===== src/rtl/keyframe_recorder.sv =====
// keyframe_recorder: samples a live colour stream on the play tick and
// writes each colour change as a 4-word keyframe into a song slot.
module keyframe_recorder #(
    parameter int ADDR_W = 16,
    parameter int SLOT_W = 10,
    parameter int TIME_W = 12
) (
    input  logic              clock_play,
    input  logic              restart,
    input  logic [3:0]        song_no,
    input  logic              start,
    input  logic              stop,
    input  logic [5:0]        rgb_in,
    output logic              mem_we,
    output logic [ADDR_W-1:0] mem_addr,
    output logic [5:0]        mem_wdata,
    output logic              recording,
    output logic              done,
    output logic              overrun,
    output logic [7:0]        rec_count
);

    typedef enum logic [2:0] {
        IDLE,
        W_MSB,
        W_LSB,
        W_NCOL,
        W_COL,
        WAIT,
        DONE
    } state_t;

    // Terminator time and the saturation point just below it.
    localparam logic [TIME_W-1:0] T_TERM = '1;
    localparam logic [TIME_W-1:0] T_SAT  = {{(TIME_W-1){1'b1}}, 1'b0};
    // Last slot offset at which a data record still leaves room
    // for the 4-word terminator at the end of the slot.
    localparam logic [SLOT_W-1:0] LAST_DATA = {{(SLOT_W-3){1'b1}}, 3'b000};

    state_t            state;
    logic [TIME_W-1:0] itime;
    logic [ADDR_W-1:0] wp;
    logic              stop_req;
    logic              term;
    logic [5:0]        ref_color;
    logic [5:0]        last_col;
    logic              pend_v;
    logic [TIME_W-1:0] pend_t;
    logic [5:0]        pend_c;
    logic [TIME_W-1:0] work_t;
    logic [5:0]        work_c;

    logic [ADDR_W-1:0] base_new;
    logic [7:0]        cnt_eff;
    logic              sat;
    logic              room;
    logic              fin;
    logic              chg;
    logic              at_pick;
    logic              take;
    logic              cons;

    assign base_new = {{(ADDR_W-4-SLOT_W){1'b0}}, song_no, {SLOT_W{1'b0}}};

    // Count as it will be once the record now leaving W_COL is counted.
    assign cnt_eff = (state == W_COL && !term) ? rec_count + 8'd1 : rec_count;

    assign sat     = (itime == T_SAT);
    assign room    = (wp[SLOT_W-1:0] <= LAST_DATA) && (cnt_eff != 8'hFF);
    assign fin     = stop_req | sat | ~room;
    assign chg     = recording & ~stop_req & ~sat & (rgb_in != ref_color);
    assign at_pick = (state == WAIT) || (state == W_COL && !term);
    assign take    = pend_v & room;
    assign cons    = at_pick & (take | fin);

    // Recording FSM, change detector and registered memory port.
    always_ff @(posedge clock_play) begin
        if (restart) begin
            state     <= IDLE;
            itime     <= '0;
            wp        <= '0;
            stop_req  <= 1'b0;
            term      <= 1'b0;
            ref_color <= '0;
            last_col  <= '0;
            pend_v    <= 1'b0;
            pend_t    <= '0;
            pend_c    <= '0;
            work_t    <= '0;
            work_c    <= '0;
            mem_we    <= 1'b0;
            mem_addr  <= '0;
            mem_wdata <= '0;
            recording <= 1'b0;
            done      <= 1'b0;
            overrun   <= 1'b0;
            rec_count <= '0;
        end else begin
            mem_we <= 1'b0;

            if (recording && !sat)
                itime <= itime + TIME_W'(1);

            if (recording && (stop || sat || !room))
                stop_req <= 1'b1;

            if (cons)
                pend_v <= 1'b0;

            // A change seen on the edge that consumes pending re-arms it.
            if (chg) begin
                pend_v    <= 1'b1;
                pend_t    <= itime;
                pend_c    <= rgb_in;
                ref_color <= rgb_in;
                if (pend_v && !cons)
                    overrun <= 1'b1;
            end

            unique case (state)
                IDLE, DONE: begin
                    if (start) begin
                        state     <= W_MSB;
                        itime     <= '0;
                        wp        <= base_new + ADDR_W'(1);
                        stop_req  <= 1'b0;
                        term      <= 1'b0;
                        ref_color <= rgb_in;
                        last_col  <= rgb_in;
                        pend_v    <= 1'b0;
                        work_t    <= '0;
                        work_c    <= rgb_in;
                        mem_we    <= 1'b1;
                        mem_addr  <= base_new;
                        mem_wdata <= '0;
                        recording <= 1'b1;
                        done      <= 1'b0;
                        overrun   <= 1'b0;
                        rec_count <= '0;
                    end
                end
                W_MSB: begin
                    state     <= W_LSB;
                    mem_we    <= 1'b1;
                    mem_addr  <= wp;
                    mem_wdata <= work_t[5:0];
                    wp        <= wp + ADDR_W'(1);
                end
                W_LSB: begin
                    state     <= W_NCOL;
                    mem_we    <= 1'b1;
                    mem_addr  <= wp;
                    mem_wdata <= 6'd1;
                    wp        <= wp + ADDR_W'(1);
                end
                W_NCOL: begin
                    state     <= W_COL;
                    mem_we    <= 1'b1;
                    mem_addr  <= wp;
                    mem_wdata <= work_c;
                    wp        <= wp + ADDR_W'(1);
                end
                W_COL, WAIT: begin
                    if (state == W_COL && term) begin
                        state     <= DONE;
                        recording <= 1'b0;
                        done      <= 1'b1;
                    end else begin
                        if (state == W_COL)
                            rec_count <= rec_count + 8'd1;
                        if (take) begin
                            state     <= W_MSB;
                            term      <= 1'b0;
                            work_t    <= pend_t;
                            work_c    <= pend_c;
                            last_col  <= pend_c;
                            mem_we    <= 1'b1;
                            mem_addr  <= wp;
                            mem_wdata <= pend_t[11:6];
                            wp        <= wp + ADDR_W'(1);
                        end else if (fin) begin
                            state     <= W_MSB;
                            term      <= 1'b1;
                            work_t    <= T_TERM;
                            work_c    <= last_col;
                            mem_we    <= 1'b1;
                            mem_addr  <= wp;
                            mem_wdata <= T_TERM[11:6];
                            wp        <= wp + ADDR_W'(1);
                            if (pend_v)
                                overrun <= 1'b1;
                        end else begin
                            state <= WAIT;
                        end
                    end
                end
                default: state <= IDLE;
            endcase
        end
    end

endmodule


===== config.mk =====
export PLATFORM = sky130hd
export DESIGN_NAME = keyframe_recorder
export DESIGN_NICKNAME = d
export VERILOG_FILES = /design/src/rtl/keyframe_recorder.sv
export SDC_FILE = /design/constraint.sdc
export NUM_CORES = 1
export LEC_CHECK = 0
export ABC_AREA = 1
export BUFFER_PORTS_ARGS = -buffer_cell sky130_fd_sc_hd__buf_2
export CAP_MARGIN = 20
export CORE_ASPECT_RATIO = 1.5
export CORE_MARGIN = 2
export CORE_UTILIZATION = 40
export CTS_CLUSTER_SIZE = 8
export DETAILED_ROUTE_END_ITERATION = 10
export HOLD_SLACK_MARGIN = 0.1
export SLEW_MARGIN = 20
export SYNTH_ARGS = -nofsm -noshare
export SYNTH_HDL_FRONTEND = slang
export SYNTH_SLANG_ARGS = --single-unit

===== constraint.sdc =====
create_clock -name clock_play -period 2.38 [get_ports clock_play]
set_input_delay 0.357 -clock clock_play [delete_from_list [all_inputs] [get_ports clock_play]]
set_output_delay 0.357 -clock clock_play [all_outputs]
set_load 0.05 [all_outputs]

Yosys cells after proc, flatten, opt, wreduce, memory -nomap -nowiden
Index checks and enable logic that the tools add are counted.

operators by class
  equality and inequality tests = 15
  add/subtract/negate cells = 4
  reduce and logical (&&, ||, !) cells = 26
  multiplexer cells = 74
  bitwise operators = 11
  magnitude comparators = 1

operators with widths
  kind                     count
  $mux W16                 8
  $mux W6                  17
  $pmux W16 S3             2
  $mux W12                 3
  $pmux W6 S2              3
  $mux W8                  4
  $pmux W6 S5              1
  $mux W1                  25
  $reduce_and A4 Y1        5
  $add A16 B1 Y16 const B  1
  $pmux W8 S2              1
  $add A14 B1 Y15 const B  1
  $pmux W3 S5              1
  $add A12 B1 Y12 const B  1
  $eq A12 B12 Y1 const B   1
  $mux W3                  4
  $le A10 B10 Y1 const B   1
  $ne A2 B2 Y1 const B     5
  $eq A3 B3 Y1 const B     3
  $add A8 B1 Y8 const B    1
  $ne A8 B8 Y1 const B     1
  $pmux W1 S2              4
  $eq A3 B2 Y1 const B     2
  $logic_and A1 B1 Y1      6
  16 further kinds         30

storage, ports and cells
  register bits after elaboration = 110
  input port bits = 14
  word-level logic and storage cells = 150
  output and inout port bits = 34

Longest topological paths before layout
Gate-level depths: netlist of run 1.

  word-level depth = 18
  mapped depth = 17
  depth with buffers taken out = 15

Worst setup path before layout of run 1
OpenSTA, ideal clock, no wires.

  kind = register to register
  from = reg rec_count[1]
  to = reg mem_addr[4]
  data required time = 2.263 ns
  period minus slack after synthesis = 2.341 ns
  setup time = 0.117 ns
  stages on the path, launching flop included = 16
  slack = 0.039 ns
  buffers on the path = 1
  arrival time = 2.223 ns
  path through = dfxtp_1 > ha_1 > nand3_1 > nor2_1 > nand2_1 > nand2_1 > nor2_1 > nand2_1 > nand2_2 > nand2_4 > nand4_4 > o21ai_4 > buf_4 > nand2_1 > nand2_1 > nor2_1

on the way
  cells in the longest elaborated chain, start to end = 8
  elaborated cells on any way between the ends = 12
  those cells by class = add/sub: 1; eq/ne: 2; mux: 4; bitwise: 3; reduce/logical: 2

RTL lines
  element                                            line     RTL
  start: declaration                                 20       output logic [7:0] rec_count
  start signal: assignment                           170      rec_count <= rec_count + 8'd1;
  $add A8 B1 Y8                                      66       assign cnt_eff = (state == W_COL && !term) ? rec_count + 8'd1 : rec_count;
  $mux W8 (*)                                        66
  $ne A8 B8 Y1 (*)                                   69       assign room = (wp[SLOT_W-1:0] <= LAST_DATA) && (cnt_eff != 8'hFF);
  $logic_and A1 B1 Y1 (*)                            69
  $and A1 B1 Y1 or $not A1 Y1 (tied branches)        73, 70
  $mux W16 or $or A1 B1 Y1 (tied branches)           171, 70
  $mux W16 or $ne A3 B3 Y1 (tied branches)           --
  $pmux W16 S3 or $reduce_and A4 Y1 (tied branches)  --
  end signal: assignment                             134      mem_addr <= base_new;
  end signal: assignment                             159      mem_addr <= wp;
  end signal: assignment                             178      mem_addr <= wp;
  end: declaration                                   15       output logic [ADDR_W-1:0] mem_addr,

Mark *: on every way between the ends. The rest lies on a longest branch, timed or not. The select of a mux whose other input is x is not followed.
A chain may end at the register's enable or synchronous reset.

Worst setup path in the final report of run 1
  from = reg itime[0]
  to = reg itime[10]

on the way
  cells in the longest elaborated chain, start to end = 6
  elaborated cells on any way between the ends = 7
  those cells by class = add/sub: 1; eq/ne: 1; mux: 3; reduce/logical: 2

RTL lines
  element                                                                  line  RTL
  start: declaration                                                       41    logic [TIME_W-1:0] itime;
  start signal: assignment                                                 102   itime <= itime + TIME_W'(1);
  parallel branches: the longest is 3 deep, another holds $add A12 B1 Y12  --
  $mux W12 (*)                                                             101   if (recording && !sat)
  $mux W12                                                                 122   if (start) begin
  $mux W12 (*)                                                             120   unique case (state)

Mark *: on every way between the ends.

==> impl_metrics.csv, run 1 <==
group,metric,value,unit
detailed_routing,ant_nets,0,
timing,max_slew_margin,0.5969,
detailed_routing,routedWlPerCell,12.99,µm
power_and_ir_drop,leakage,2.837,nW
die,ios,48,
synthesis,syn_avg_cell_area,6.583,µm²
finish,final_common_cell,"nand2_1",
worst_hold_path,min_path_type,"in2reg",
detailed_routing,vias,5206,
synthesis,yosysSeqAreaShare,0.3959,
finish,drive_above_1_share,0.1151,
timing,fin_tns_setup,0,ps
critical_path,worst_ep_arrival_time,2370,ps
clock_network,cts_resized,0,
critical_path,worst_setup_path_end_kind,"register",
critical_path,cp.required,2630,ps
global_routing,grt_pass1_wl,22820,µm
timing,hold_viol_final,0,
synthesis,yosysUniqueCellTypes,41,
power_and_ir_drop,vdd_drop_max,0.4944,mV
clock_network,cts_tree,"done",
timing,fmax,0.4710,GHz
finish,n_antenna_cell,0,
clock_network,clock_latency,350,ps
detailed_routing,viasPerCell,4.925,
timing,setup_viol,0,
die,dieArea,14890,µm²
global_routing,track_usage,0.1905,
synthesis,synth_area_leaders,"dfxtp_1 (40%), nand2_1 (15%), nor2_1 (9.0%)",
synthesis,yosysWarnings,0,
clock_network,numCtsBuffers,9,
timing,fin_skew,10.15,ps
die,die_x,100.3,µm
finish,mostFrequentLayoutCells,"nand2_1 (222), nor2_1 (133), dfxtp_1 (110)",
detailed_routing,drt_wl_total,13730,µm
timing,rsz0062_at_grt,"false",
die,num_rows,52,
clock_network,cts_root_buffer,"clkbuf_16",
timing,worst-slew-pin-transition,600.6,ps
status,status,"finished clean",
placed_design,placed_cells,1042,
synthesis,netlist_instances,845,
detailed_routing,drc,0,
synthesis,yosysTopAreaCellShare,0.3959,
timing,report.final.slew_viol_count,0,
global_routing,antenna_found_initial,0,
synthesis,synth_top_area_cell,"dfxtp_1",
synthesis,syn_nets,864,
synthesis,syn-cell-area,5563,µm²
placed_design,dp_slack,175.3,ps
power_and_ir_drop,power_density,1094,nW/µm²
timing,fin_crit_sh,0.8921,
timing,fin_ws,256.8,ps
timing,fin_crit,2123,ps
synthesis,ys_seq_elements,110,
critical_path,path_class,"reg2reg",
detailed_routing,drtPass1Iterations,5,
clock_network,hold_buffers,0,
die,die_y,148.4,µm
clock_network,clock_path_buffers,2,
die,start_util,0.4111,
global_routing,grt_pass1_vias,4873,
critical_path,path_max_fanout,7,
detailed_routing,drt-initial-drc-count,183,
flow_run,drv_cap,0,
finish,final-instance-count-excl-fill,1057,
clock_network,ctsHtreeMaxLevel,3,
global_routing,grt_max_degree,44,
clock_network,post-cts-setup-buffers,0,
finish,num-nets-final,910,
clock_network,path_clk_slew,70,ps
critical_path,rrSetupSlack,260,ps
die,core,13530,µm²
placed_design,gp_congestion,0.8455,
power_and_ir_drop,power.total,0.006905,W
placed_design,place_hpwl,10210,µm
global_routing,grt.overflow.total,0,
clock_network,clkSinkCount,110,
finish,area_delta_synth_final,13.47,%
placed_design,numPortBuffers,47,
critical_path,start_kind,"register",
==> metrics by stage <==
step | instance area [µm²] | hold WS [ps] | util
2_1_floorplan | 5563 | 429.8 | -
3_3_place_gp | 5997 | 445.1 | 0.4431
3_5_place_dp | 5997 | 450.4 | 0.4431
4_1_cts | 6287 | 287.9 | 0.4646
5_1_grt | 6312 | 308.3 | 0.4664
6_report | 6312 | 294.3 | 0.4664
==> power by group <==
part | total [W] | internal, W | leakage, nW | switching, W
Combinational | 0.00287 | 0.000867 | 1.81 | 0.00200
Sequential | 0.00253 | 0.00226 | 0.901 | 0.000270
Clock | 0.00151 | 0.000814 | 0.131 | 0.000697
Total | 0.00690 | 0.00394 | 2.84 | 0.00297
==> critical path: stages (launching register included) <==
cell and delay [ps]:
dfxtp_1 350, inv_1 90, ha_1 200, nand2_1 60, nor2_1 30, nand3_1 140
nand2_1 190, nor3_2 240, nand3_1 160, nor2_1 180, inv_1 70, nor2_1 110
xor2_1 150, nor2_1 50
==> worst paths after layout <==
check                      startpoint                        to  depth (start not counted)
max               itime[0]$_SDFF_PP0_      itime[10]$_SDFF_PP0_                         13
min                         rgb_in[1]    pend_c[1]$_SDFFE_PP0P_                          3
max reg2reg       itime[0]$_SDFF_PP0_      itime[10]$_SDFF_PP0_                         13
min reg2reg  last_col[2]$_SDFFE_PP0P_  last_col[2]$_SDFFE_PP0P_                          2
==> routing by layer <==
metal	up-vias	global-route usage	part of all wire
li1	2758	-	-
met4	0	0.1021	0.034
met1	2331	0.2177	0.42
met5	-	0	0
met3	32	0.02209	0.028
met2	85	0.3413	0.52
==> layout make-up <==
class / instances / area (µm²)
Fill cell: 1453 / 7221
Multi-Input combinational cell: 595 / 2798
Sequential cell: 110 / 2202
Timing Repair Buffer: 67 / 414.1
Inverter: 108 / 405.4
Clock buffer: 10 / 229.0
Tap cell: 162 / 202.7
Clock inverter: 5 / 61.31
==> synthesized netlist by cell type <==
master and number:
nor2_4 2, ha_1 5, o211ai_1 3, xor2_1 12, clkinv_1 1, nor2_8 1, nand2_1 222, o21ai_0 40
o2111ai_1 2, nand4_4 1, nor4_1 2, a221oi_1 2, a211oi_1 1, a21oi_1 65, nand2_2 5, and3_1 1
dfxtp_1 110, o21ai_1 4, clkbuf_1 14, a21oi_2 1, nand3_2 1, xnor2_1 2, inv_2 3, o21ai_4 1
buf_1 3, nor2_2 2, buf_4 1, inv_1 104, nor2_1 134, o21bai_1 2, nor3_4 1, a31oi_1 4
nand3b_1 2, or2_1 1, o31ai_1 2, nor3_1 10, buf_6 6, buf_2 8, nand2_4 1, nand4_1 11
nand3_1 52
==> registers in the layout, summed over array words and instances (netlist names) <==
name	cells
overrun	1
itime	12
mem_wdata	6
last_col	6
ref_color	6
state	3
done	1
pend_t	12
term	1
recording	1
work_t	6
stop_req	1
pend_v	1
mem_we	1
rec_count	8
mem_addr	16
work_c	6
wp	16
pend_c	6
==> cells by family after synthesis <==
group                      after synthesis  synth area share
and+or+nand+nor                        449            0.3417
buffers and inverters                  140            0.1050
AOI/OAI and AO/OA                      127            0.1242
DFF                                    110            0.3959
xor gates and xnor gates                14           0.02204
adders and majority gates                5           0.01125
Note: power is estimated with default switching activity, not from simulation.
==> inputs of run 2 (changes only) <==
--- a/config.mk
+++ b/config.mk
@@ -11,9 +11,11 @@
 export CORE_ASPECT_RATIO = 1.5
 export CORE_MARGIN = 2
 export CORE_UTILIZATION = 40
+export CTS_CLUSTER_DIAMETER = 120
 export CTS_CLUSTER_SIZE = 8
 export DETAILED_ROUTE_END_ITERATION = 10
 export HOLD_SLACK_MARGIN = 0.1
+export PLACE_DENSITY = 0.55
 export SLEW_MARGIN = 20
 export SYNTH_ARGS = -nofsm -noshare
 export SYNTH_HDL_FRONTEND = slang
==> run 2 against run 1 <==
Against the previous run:
- worst setup slack worse by 15 ps
- non-clock buffer count up 3
- final cell count up 0.38%
- via count up 2.2%
- wire length up 1.2%
- final area up 0.24%
- hold slack better by 5.5 ps
- sequential cell count unchanged
- clock power down 4%
- clock skew down 1.8 ps
- die area unchanged
==> impl_metrics.csv, run 2 (synthesis gave the netlist of run 1 again) <==
group,metric,value,unit
detailed_routing,routedWlPerCell,13.10,µm
power_and_ir_drop,vdd_drop_max,0.3959,mV
clock_network,clock_latency,350,ps
placed_design,placed_cells,1045,
finish,n_antenna_cell,0,
clock_network,post-cts-setup-buffers,0,
clock_network,cts_tree,"done",
timing,max_slew_margin,0.5118,
die,dieArea,14890,µm²
power_and_ir_drop,leakage,2.856,nW
die,die_x,100.3,µm
die,core,13530,µm²
timing,hold_viol_final,0,
timing,fin_crit_sh,0.8984,
timing,fin_skew,8.363,ps
timing,rsz0062_at_grt,"false",
die,die_y,148.4,µm
clock_network,path_clk_slew,70,ps
clock_network,clock_path_buffers,2,
finish,reg_top3,"mem_addr (16), wp (16)",
finish,final_common_cell,"nand2_1",
detailed_routing,drc,0,
global_routing,grt_pass1_vias,5180,
finish,area_delta_synth_final,13.74,%
timing,fin_crit,2138,ps
clock_network,clkSinkCount,110,
die,ios,48,
finish,mostFrequentLayoutCells,"nand2_1 (222), nor2_1 (134), dfxtp_1 (110)",
status,status,"finished clean",
timing,worst-slew-pin-transition,727.4,ps
placed_design,numPortBuffers,47,
clock_network,cts_root_buffer,"clkbuf_16",
power_and_ir_drop,power_density,1088,nW/µm²
worst_hold_path,min_path_type,"in2reg",
global_routing,grt_pass1_wl,23620,µm
clock_network,ctsHtreeMaxLevel,3,
critical_path,worst_setup_path_end_kind,"register",
critical_path,cp.required,2610,ps
timing,fmax,0.4677,GHz
critical_path,path_class,"reg2reg",
timing,fin_tns_setup,0,ps
clock_network,numCtsBuffers,9,
critical_path,start_kind,"register",
detailed_routing,drtPass1Iterations,4,
critical_path,worst_ep_arrival_time,2370,ps
finish,utilization,0.4675,
critical_path,path_max_fanout,13,
finish,stdcell_area,6327,µm²
timing,setup_viol,0,
die,num_rows,52,
global_routing,track_usage,0.1949,
global_routing,grt_max_degree,61,
placed_design,place_hpwl,10430,µm
flow_run,drv_cap,0,
finish,drive_above_1_share,0.1168,
finish,final-instance-count-excl-fill,1061,
global_routing,antenna_found_initial,0,
detailed_routing,vias,5319,
finish,num-nets-final,913,
timing,report.final.slew_viol_count,0,
placed_design,post_dp_cell_area,6032,µm²
detailed_routing,ant_nets,0,
detailed_routing,drt-initial-drc-count,208,
global_routing,grt.overflow.total,0,
clock_network,cts_resized,0,
placed_design,gp_congestion,0.9017,
detailed_routing,viasPerCell,5.013,
detailed_routing,drt_wl_total,13900,µm
die,start_util,0.4111,
clock_network,hold_buffers,0,
-- run 2: per-layer routing --
| metal | GRT usage | wire, µm | share of wire | vias up |
|---|---|---|---|---|
| met4 | 0.05822 | 223 | 0.016 | 0 |
| met1 | 0.2151 | 5810 | 0.42 | 2450 |
| met5 | 0 | 0 | 0 | - |
| li1 | - | - | - | 2770 |
| met3 | 0.03008 | 314 | 0.023 | 13 |
| met2 | 0.3752 | 7550 | 0.54 | 86 |
-- run 2: through the flow --
step	power [W]	hold WS, ps	worst slack [ps]
after detailed placement	0.005500	451.1	219.0
after global routing	0.007459	297.5	6.686
final	0.006886	299.9	241.8
after floorplan	0.004784	429.8	39.46
after CTS	0.006962	287.6	188.4
after global placement	0.005468	446.4	215.7
-- run 2: layout make-up --
cell class              instances  area (µm²)
fillers                      1447        7206
repair buffers                 70       445.4
multi-input cells             595        2785
well taps                     162       202.7
inverters                     108       405.4
clock buffers                  11       242.7
clock inverters                 5       43.79
flip-flops and latches        110        2202
-- run 2: critical path, cell delays in order (launching register included) --
cell	delay (ps)
dfxtp_1	400
ha_1	240
nand3_1	140
nor2_1	110
nand2_1	70
nand2_1	70
nor2_1	40
nand2_1	70
nand2_2	70
nand2_4	90
nand3_2	100
nand2_2	180
nand2_2	190
o21ai_0	210
a21oi_1	60
-- run 2: power by group --
part | leakage (nW) | internal, W | switching [W]
combinational | 1.82 | 0.000902 | 0.00202
clock | 0.134 | 0.000751 | 0.000698
sequential | 0.901 | 0.00226 | 0.000262
-- run 2: final timing paths --
| kind | cells past startpoint | endpoint | slack (ps) | start |
|---|---|---|---|---|
| max | 14 | last_col[1]$_SDFFE_PP0P_ | 240 | rec_count[1]$_SDFFE_PP0P_ |
| min | 2 | rec_count[1]$_SDFFE_PP0P_ | 300 | restart |
| max reg2reg | 14 | last_col[1]$_SDFFE_PP0P_ | 240 | rec_count[1]$_SDFFE_PP0P_ |
| min reg2reg | 2 | last_col[0]$_SDFFE_PP0P_ | 460 | last_col[0]$_SDFFE_PP0P_ |
==> inputs of run 3 (changes only) <==
--- a/config.mk
+++ b/config.mk
@@ -9,14 +9,15 @@
 export BUFFER_PORTS_ARGS = -buffer_cell sky130_fd_sc_hd__buf_2
 export CAP_MARGIN = 20
 export CORE_ASPECT_RATIO = 1.5
-export CORE_MARGIN = 2
-export CORE_UTILIZATION = 40
+export CORE_MARGIN = 4
+export CORE_UTILIZATION = 60
 export CTS_CLUSTER_DIAMETER = 120
 export CTS_CLUSTER_SIZE = 8
 export DETAILED_ROUTE_END_ITERATION = 10
 export HOLD_SLACK_MARGIN = 0.1
-export PLACE_DENSITY = 0.55
+export PLACE_DENSITY = 0.78
 export SLEW_MARGIN = 20
 export SYNTH_ARGS = -nofsm -noshare
 export SYNTH_HDL_FRONTEND = slang
 export SYNTH_SLANG_ARGS = --single-unit
+export TNS_END_PERCENT = 50
==> run 3 against run 2 <==
Against the previous run:
- highest routed layer unchanged
- clock-buffer cell count fell by 1
- final area decreased by 0.42%
- sequential cell count is the same
- final cell count decreased by 4.8%
- via count up 3.1%
- maximum frequency up 1.8%
- clock skew about the same
- worst setup slack improved by 38 ps
- critical path depth shrank 1
- largest cell class unchanged
- largest power group unchanged
==> impl_metrics.csv, run 3 (synthesis gave the netlist of run 1 again) <==
group,metric,value,unit
status,status,"finished clean",
detailed_routing,viasPerCell,5.428,
critical_path,reg2reg_depth,13,
placed_design,place_hpwl,10000,µm
global_routing,grt_max_degree,44,
timing,report.final.slew_viol_count,0,
critical_path,worst_setup_path_end_kind,"register",
die,dieArea,10910,µm²
timing,hold_viol_final,0,
finish,area_delta_synth_final,13.27,%
timing,fin_ws,280.3,ps
detailed_routing,drtPass1Iterations,4,
die,core,8934,µm²
finish,drive_above_1_share,0.1244,
finish,reg_top3,"mem_addr (16), wp (16)",
critical_path,worstSetupStartpoint,"itime[0]$_SDFF_PP0_",
clock_network,cts_root_buffer,"clkbuf_16",
clock_network,clock_path_buffers,2,
timing,fin_skew,8.561,ps
global_routing,track_usage,0.2542,
clock_network,cts_resized,0,
detailed_routing,ant_nets,0,
timing,fin_crit,2100,ps
flow_run,drv_cap,0,
clock_network,clkSinkCount,110,
critical_path,path_class,"reg2reg",
critical_path,rr_startpoint,"itime[0]$_SDFF_PP0_",
critical_path,path_max_fanout,4,
power_and_ir_drop,vdd_drop_max,0.7752,mV
die,ios,48,
detailed_routing,drt-initial-drc-count,321,
die,start_util,0.6227,
detailed_routing,routedWlPerCell,13.33,µm
critical_path,worst_ep_arrival_time,2350,ps
clock_network,post-cts-setup-buffers,0,
die,die_y,125.9,µm
clock_network,ctsHtreeMaxLevel,3,
clock_network,hold_buffers,0,
placed_design,gp_congestion,0.9264,
timing,fmax,0.4763,GHz
placed_design,placed_cells,994,
critical_path,rr_endpoint,"itime[10]$_SDFF_PP0_",
clock_network,cts_tree,"done",
finish,final-instance-count-excl-fill,1010,
finish,n_antenna_cell,0,
placed_design,dp_slack,128.7,ps
critical_path,rrSetupSlack,280,ps
timing,fin_crit_sh,0.8822,
critical_path,cp.required,2630,ps
timing,worst-slew-pin-transition,619.9,ps
global_routing,antenna_found_initial,0,
critical_path,crit_end,"itime[10]$_SDFF_PP0_",
finish,final_common_cell,"nand2_1",
timing,setup_viol,0,
worst_hold_path,hp-start,"rgb_in[1]",
placed_design,numPortBuffers,47,
timing,rsz0062_at_grt,"false",
clock_network,numCtsBuffers,9,
finish,mostFrequentLayoutCells,"nand2_1 (220), nor2_1 (134), dfxtp_1 (108)",
worst_hold_path,min_path_type,"in2reg",
power_and_ir_drop,leakage,2.876,nW
finish,num-nets-final,914,
die,num_rows,42,
power_and_ir_drop,power.total,0.006967,W
global_routing,grt_pass1_wl,22610,µm
power_and_ir_drop,power_density,1106,nW/µm²
die,die_x,86.62,µm
global_routing,grt.overflow.total,0,
detailed_routing,drc,0,
timing,max_slew_margin,0.5840,
critical_path,start_kind,"register",
global_routing,grt_pass1_vias,5211,
clock_network,clock_latency,350,ps
detailed_routing,drt_wl_total,13470,µm
timing,fin_tns_setup,0,ps
detailed_routing,vias,5482,
clock_network,path_clk_slew,80,ps
-- run 3: worst min-delay path by stage --
stage	to	slack (ps)	cells after the start
after CTS	pend_c[1]$_SDFFE_PP0P_	300	3
after detailed placement	mem_addr[0]$_SDFFE_PP0P_	460	2
after floorplan	last_col[0]$_SDFFE_PP0P_	430	2
final	pend_c[1]$_SDFFE_PP0P_	300	3
after global placement	mem_addr[0]$_SDFFE_PP0P_	450	2
after global routing	pend_c[2]$_SDFFE_PP0P_	320	3
-- run 3: critical path, stage by stage (launching register included) --
cell and delay, ps:
dfxtp_1 360, inv_1 100, ha_1 210, nand2_1 60, nor2_1 40, nand3_1 150
nand2_1 130, nor3_2 230, nand3_1 160, nor2_1 160, inv_1 70, nor2_1 110
xor2_1 160, nor2_1 50
-- run 3: metrics by stage --
stage               utilization  hold slack, ps  cell area, µm²
global route             0.7053           316.3            6301
floorplan                     -           429.8            5563
global placement         0.6660           448.2            5949
finish                   0.7053           304.5            6301
detailed placement       0.6660           455.6            5949
CTS                      0.7007           296.8            6260
-- run 3: routing by layer --
layer / part of all wire / vias up / global-route usage
met3: 0.041 / 52 / 0.03595
met5: 0 / - / 0
met4: 0.041 / 0 / 0.1349
li1: - / 2775 / -
met2: 0.54 / 141 / 0.4698
met1: 0.38 / 2514 / 0.2701
-- run 3: where the power goes --
part	total (W)	internal, W	switching (W)
registers	0.00252	0.00226	0.000265
logic	0.00289	0.000881	0.00201
clock network	0.00155	0.000838	0.000713
-- run 3: final cells by class --
| type | instances | area (µm²) |
|---|---|---|
| clock buffers | 10 | 229.0 |
| clock inverters | 6 | 81.33 |
| fillers | 782 | 2633 |
| inverters | 108 | 405.4 |
| multi-input cells | 595 | 2808 |
| flip-flops and latches | 110 | 2205 |
| well taps | 110 | 137.6 |
| repair buffers | 71 | 435.4 |
